File: config.mk
export PLATFORM = sky130hd
export DESIGN_NAME = seven_seg_capture
export DESIGN_NICKNAME = d
export VERILOG_FILES = /design/src/rtl/seven_seg_capture.sv
export SDC_FILE = /design/constraint.sdc
export NUM_CORES = 1
export LEC_CHECK = 0
export CORE_ASPECT_RATIO = 0.9
export CORE_UTILIZATION = 40
export CTS_CLUSTER_DIAMETER = 50
export DETAILED_ROUTE_END_ITERATION = 7
export PLACE_DENSITY = 0.67
export SYNTH_ARGS = -nofsm -noshare
export SYNTH_HDL_FRONTEND = slang
export SYNTH_SLANG_ARGS = --single-unit
File: constraint.sdc
create_clock -name clk -period 6.6 [get_ports clk]
set_input_delay 1.32 -clock clk [delete_from_list [all_inputs] [get_ports clk]]
set_output_delay 1.32 -clock clk [all_outputs]
set_load 0.02 [all_outputs]
File: src/rtl/seven_seg_capture.sv
// seven_seg_capture: recovers a hex byte from a strobed, two-digit multiplexed seven-segment bus.
module seven_seg_capture #(
    parameter int TIMEOUT = 40000,
    parameter int TBITS   = 16
) (
    input  logic       clk,
    input  logic       rst,
    input  logic [6:0] segment_in,
    input  logic       strobe_in,
    output logic [3:0] hex_hi,
    output logic [3:0] hex_lo,
    output logic       pair_valid,
    output logic       pattern_err,
    output logic       link_lost,
    output logic [7:0] err_count
);
    typedef enum logic {WAIT_HI, WAIT_LO} state_t;
    localparam logic [TBITS-1:0] TMAX  = TBITS'(TIMEOUT);
    localparam logic [TBITS-1:0] TLAST = TBITS'(TIMEOUT - 1);

    state_t           state_q, state_d;
    logic             strobe_q;
    logic [TBITS-1:0] cnt_q, cnt_d;
    logic [3:0]       pend_q, pend_d;
    logic             pend_err_q, pend_err_d;
    logic [3:0]       hex_hi_q, hex_hi_d, hex_lo_q, hex_lo_d;
    logic             pair_valid_q, pair_valid_d;
    logic             pattern_err_q, pattern_err_d;
    logic             link_lost_q, link_lost_d;
    logic [7:0]       err_count_q, err_count_d;
    logic             ev, timeout, capture_hi, pair, pair_err;
    logic [3:0]       nib;
    logic             nib_err;

    always_comb begin
        nib_err = 1'b0;
        case (segment_in)
            7'h3F: nib = 4'h0;
            7'h06: nib = 4'h1;
            7'h5B: nib = 4'h2;
            7'h4F: nib = 4'h3;
            7'h66: nib = 4'h4;
            7'h6D: nib = 4'h5;
            7'h7D: nib = 4'h6;
            7'h07: nib = 4'h7;
            7'h7F: nib = 4'h8;
            7'h6F: nib = 4'h9;
            7'h77: nib = 4'hA;
            7'h7C: nib = 4'hB;
            7'h39: nib = 4'hC;
            7'h5E: nib = 4'hD;
            7'h79: nib = 4'hE;
            7'h71: nib = 4'hF;
            default: begin
                nib     = 4'h0;
                nib_err = 1'b1;
            end
        endcase
    end

    // timeout marks the edge on which the counter arrives at TIMEOUT; a capture on that edge wins
    assign ev      = strobe_in & ~strobe_q;
    assign timeout = ~ev & (cnt_q >= TLAST);
    assign cnt_d   = ev ? '0 : (cnt_q == TMAX ? cnt_q : cnt_q + TBITS'(1));

    always_ff @(posedge clk) begin
        if (rst) state_q <= WAIT_HI;
        else     state_q <= state_d;
    end

    always_comb begin
        state_d = ev ? (state_q == WAIT_HI ? WAIT_LO : WAIT_HI) : (timeout ? WAIT_HI : state_q);
    end

    always_comb begin
        capture_hi    = ev & (state_q == WAIT_HI);
        pair          = ev & (state_q == WAIT_LO);
        pair_err      = pend_err_q | nib_err;
        pend_d        = capture_hi ? nib : (timeout ? 4'h0 : pend_q);
        pend_err_d    = capture_hi ? nib_err : (~timeout & pend_err_q);
        hex_hi_d      = pair ? pend_q : hex_hi_q;
        hex_lo_d      = pair ? nib : hex_lo_q;
        pattern_err_d = pair ? pair_err : pattern_err_q;
        pair_valid_d  = pair;
        err_count_d   = (pair & pair_err & (err_count_q != 8'hFF)) ? err_count_q + 8'd1 : err_count_q;
        link_lost_d   = ~ev & (link_lost_q | timeout);
    end

    always_ff @(posedge clk) begin
        if (rst) begin
            strobe_q      <= 1'b1;
            cnt_q         <= '0;
            pend_q        <= 4'h0;
            pend_err_q    <= 1'b0;
            hex_hi_q      <= 4'h0;
            hex_lo_q      <= 4'h0;
            pair_valid_q  <= 1'b0;
            pattern_err_q <= 1'b0;
            link_lost_q   <= 1'b0;
            err_count_q   <= 8'h00;
        end else begin
            strobe_q      <= strobe_in;
            cnt_q         <= cnt_d;
            pend_q        <= pend_d;
            pend_err_q    <= pend_err_d;
            hex_hi_q      <= hex_hi_d;
            hex_lo_q      <= hex_lo_d;
            pair_valid_q  <= pair_valid_d;
            pattern_err_q <= pattern_err_d;
            link_lost_q   <= link_lost_d;
            err_count_q   <= err_count_d;
        end
    end

    assign hex_hi      = hex_hi_q;
    assign hex_lo      = hex_lo_q;
    assign pair_valid  = pair_valid_q;
    assign pattern_err = pattern_err_q;
    assign link_lost   = link_lost_q;
    assign err_count   = err_count_q;
endmodule

==> results.md <==
* Yosys reg bits at 42
* Slew HR at 36.0%
* CP Data Arrival Time at 3.91 ns
* P per Cell Area at 179 nW/µm²
* Number of remaining DRC errors at 0
* Post-synthesis mux area share at 2.98%
* Clock tree from TritonCTS: done
* Total Die Area at 5760 µm²
* Synth Area in Compound Gates at 15.5%
* I/O pins at 29
* Total CTS buffers at 5
* Die width at 79.9 µm
* Syn Area/Cell at 8.53 µm²
* Synth Cell Area at 2180 µm²
* Async set-reset flop share out of synthesis at 0%
* Post-synth EDFFs at 0
* CTS HTree Levels at 2
* Final wirelength at 4440 µm
* Final period util at 56.6%
* Final Hold Viols at 0
* Initial antenna violation count at 0
* Tightest Hold Check Type: reg -> reg
* Reg clk slew, reported paths at 0.08 ns
* Post-CTS Setup Inserts at 0
* Ant diodes at 0
* Total global routing track utilization at 16.6%
* Most used DFF post-synth: dfxtp_1
* Outcome: completed
* Class of the most critical setup path: in -> reg
* Final setup viols at 0
* Synthesis-to-finish area growth at 16.6%
* Vias at 1,813
* Highest Clock Rate at 268 MHz
* Worst slack, placed at 2.60 ns
* Reg2reg path depth at 5
* Drt pass-1 iters at 4
* Max Slew Vio Count at 0
* Mapped Nets at 269
* Setup ws final at 2.86 ns
* PostCTS Resize Cnt at 0
* Post-CTS Hold Fix Bufs at 0
* Largest net degree at the start of global routing at 24
* Mapped Cells at 256
* Row count at 25
* Die Span Y at 72.1 µm
* Vias in the first global route at 1,660
* Detailed Route Iter0 Violations at 97
* Crit path capture type: flip-flop
* Avg WL per Cell at 12.9 µm
* Max-capacitance violation count at 0
* Leak pwr at 0.000838 µW
* Cell variety after synth at 56
* Worst Max-Slew Pin Slew at 0.956 ns
* Core area at 5260 µm²
* Synth Area in XOR/XNOR at 6.01%
* Fin crit period at 3.74 ns
* Clock sinks at 42
* Port Buffers at 28
* Layout Cells excl Fill at 345
* Post-Synth Adder-Cell Area at 1.72%
* Worst skew pair latency at 0.29 ns
* Post-DRT Antenna Nets at 0
* Hold slack final at 0.460 ns
* First-pass GRT wire length at 7530 µm
* Synth warn at 0
* Clk Tree Root Cell: clkbuf_8
* Starting Density at 41.6%
* Setup crit start kind: input pin
* Seq/Total Area, Yosys at 38.5%
* Share of post-route cells with drive strength above 1 at 8.63%
* Cells after DPL at 338
* Peak supply drop at 0.000100 V
* Setup Skew at 0.00642 ns
* Maximum clock path buffer count at 2
* GRT overflow at 0
* Met2 Resource Use GR at 24.5%
* Gpl congestion at 0.886
* # fillers at 527
* Grt met3 use at 3.77%
* Hold path cells at 2
* RSZ-0062 raised after global routing: false
* Simple-gate share of the synthesized area at 30.6%
* Met1 usage at 23.4%
* DP Wirelength at 3160 µm
* Required time of the critical path at 6.78 ns
* Global route hottest layer: met2
* Final nets at 291
* Setup TNS at 0 ns
* Vias per Instance at 5.26
* Worst-path fanout max at 15
* Main combinational cell family by area after synthesis: simple AND/OR/NAND/NOR gates
## logic make-up (layout without fill, tap and decap cells)
kind of cell | after synthesis | after routing
and+or+nand+nor | 127 | 127
buffers and inverters | 19 | 41
muxes | 5 | 5
AOI/OAI and AO/OA | 45 | 45
adders and majority gates | 3 | 3
DFF | 42 | 42
xor gates and xnor gates | 15 | 15
## routing by layer
| layer | vias to the layer above | share of wire [%] |
|---|---|---|
| li1 | 946 | - |
| met1 | 823 | 54 |
| met2 | 38 | 41 |
| met3 | 6 | 3.4 |
| met4 | 0 | 1.5 |
| met5 | - | 0 |
## Yosys cell counts, types with 4 or more instances
| cell | instances | area (µm²) |
|---|---|---|
| dfxtp_1 | 42 | 841 |
| nand2_1 | 33 | 124 |
| nor2_1 | 32 | 120 |
| a21oi_1 | 16 | 80.1 |
| nand3_1 | 10 | 50.1 |
| xnor2_1 | 8 | 70.1 |
| xor2_1 | 7 | 61.3 |
| inv_1 | 6 | 22.5 |
| nor2b_1 | 6 | 37.5 |
| and3_1 | 5 | 31.3 |
| clkbuf_1 | 5 | 18.8 |
| or3_1 | 5 | 31.3 |
| or4_1 | 5 | 37.5 |
| a211oi_1 | 4 | 30.0 |
| buf_2 | 4 | 20.0 |
| nand2b_1 | 4 | 25.0 |
| o31ai_1 | 4 | 30.0 |
## power breakdown
group	total (µW)	internal (µW)	leakage, µW	switching, µW
clock network	153	71.0	0.0000438	82.4
registers	259	256	0.000339	2.51
logic	43.4	17.2	0.000455	26.2
total	456	344	0.000838	111
## path summary, 6_finish.rpt
kind / from / to / slack (ns)
worst max register to register: strobe_q$_SDFF_PP1_ / err_count[7]$_SDFFE_PP0P_ / 4.29
worst min-delay path: hex_hi[0]$_SDFFE_PP0P_ / hex_hi[0]$_SDFFE_PP0P_ / 0.46
worst max-delay path: segment_in[3] / err_count[0]$_SDFFE_PP0P_ / 2.86
worst min register to register: hex_hi[0]$_SDFFE_PP0P_ / hex_hi[0]$_SDFFE_PP0P_ / 0.46
## worst max-delay path, cell delays in order
cell and delay (ns):
clkdlybuf4s50_1 0.67, or3_4 0.50, o32ai_2 0.22, a311oi_2 0.15, a41oi_2 0.60, nor2_2 0.13
mux2_4 0.32
## through the flow
stage | cell area [µm²] | power (µW) | util (%)
5_1_grt | 2550 | 477 | 48.5
3_5_place_dp | 2470 | 308 | 47.0
6_report | 2550 | 456 | 48.5
2_1_floorplan | 2180 | 297 | -
3_3_place_gp | 2470 | 307 | 47.0
4_1_cts | 2550 | 463 | 48.5
## area by class of cell
class / count / area (µm²) / share of cell area, %
clock buffers: 5 / 68.8 / 2.70
clock inverters: 2 / 10.0 / 0.393
inverters: 6 / 22.5 / 0.884
multi-input cells: 195 / 1240 / 48.7
flip-flops and latches: 42 / 841 / 33.0
well taps: 67 / 83.8 / 3.29
repair buffers: 28 / 280 / 11.0
## sequential cells by signal, indices dropped and copies added (netlist names)
register,cells
state_q,1
link_lost,1
err_count,8
pair_valid,1
pend_q,4
hex_lo,4
hex_hi,4
pend_err_q,1
cnt_q,16
strobe_q,1
pattern_err,1
## cell usage in the layout (no fill, tap or decap), types with 4 or more instances in the layout
cell,instances
or3_1,5
xor2_1,7
inv_1,6
and3_1,5
clkdlybuf4s50_1,28
nor2b_1,6
xnor2_1,8
nand2b_1,4
nor2_1,32
clkbuf_8,5
a211oi_1,4
or4_1,5
o31ai_1,4
dfxtp_1,42
a21oi_1,16
nand2_1,33
nand3_1,10
No activity file was read; power rests on OpenSTA's default activity.
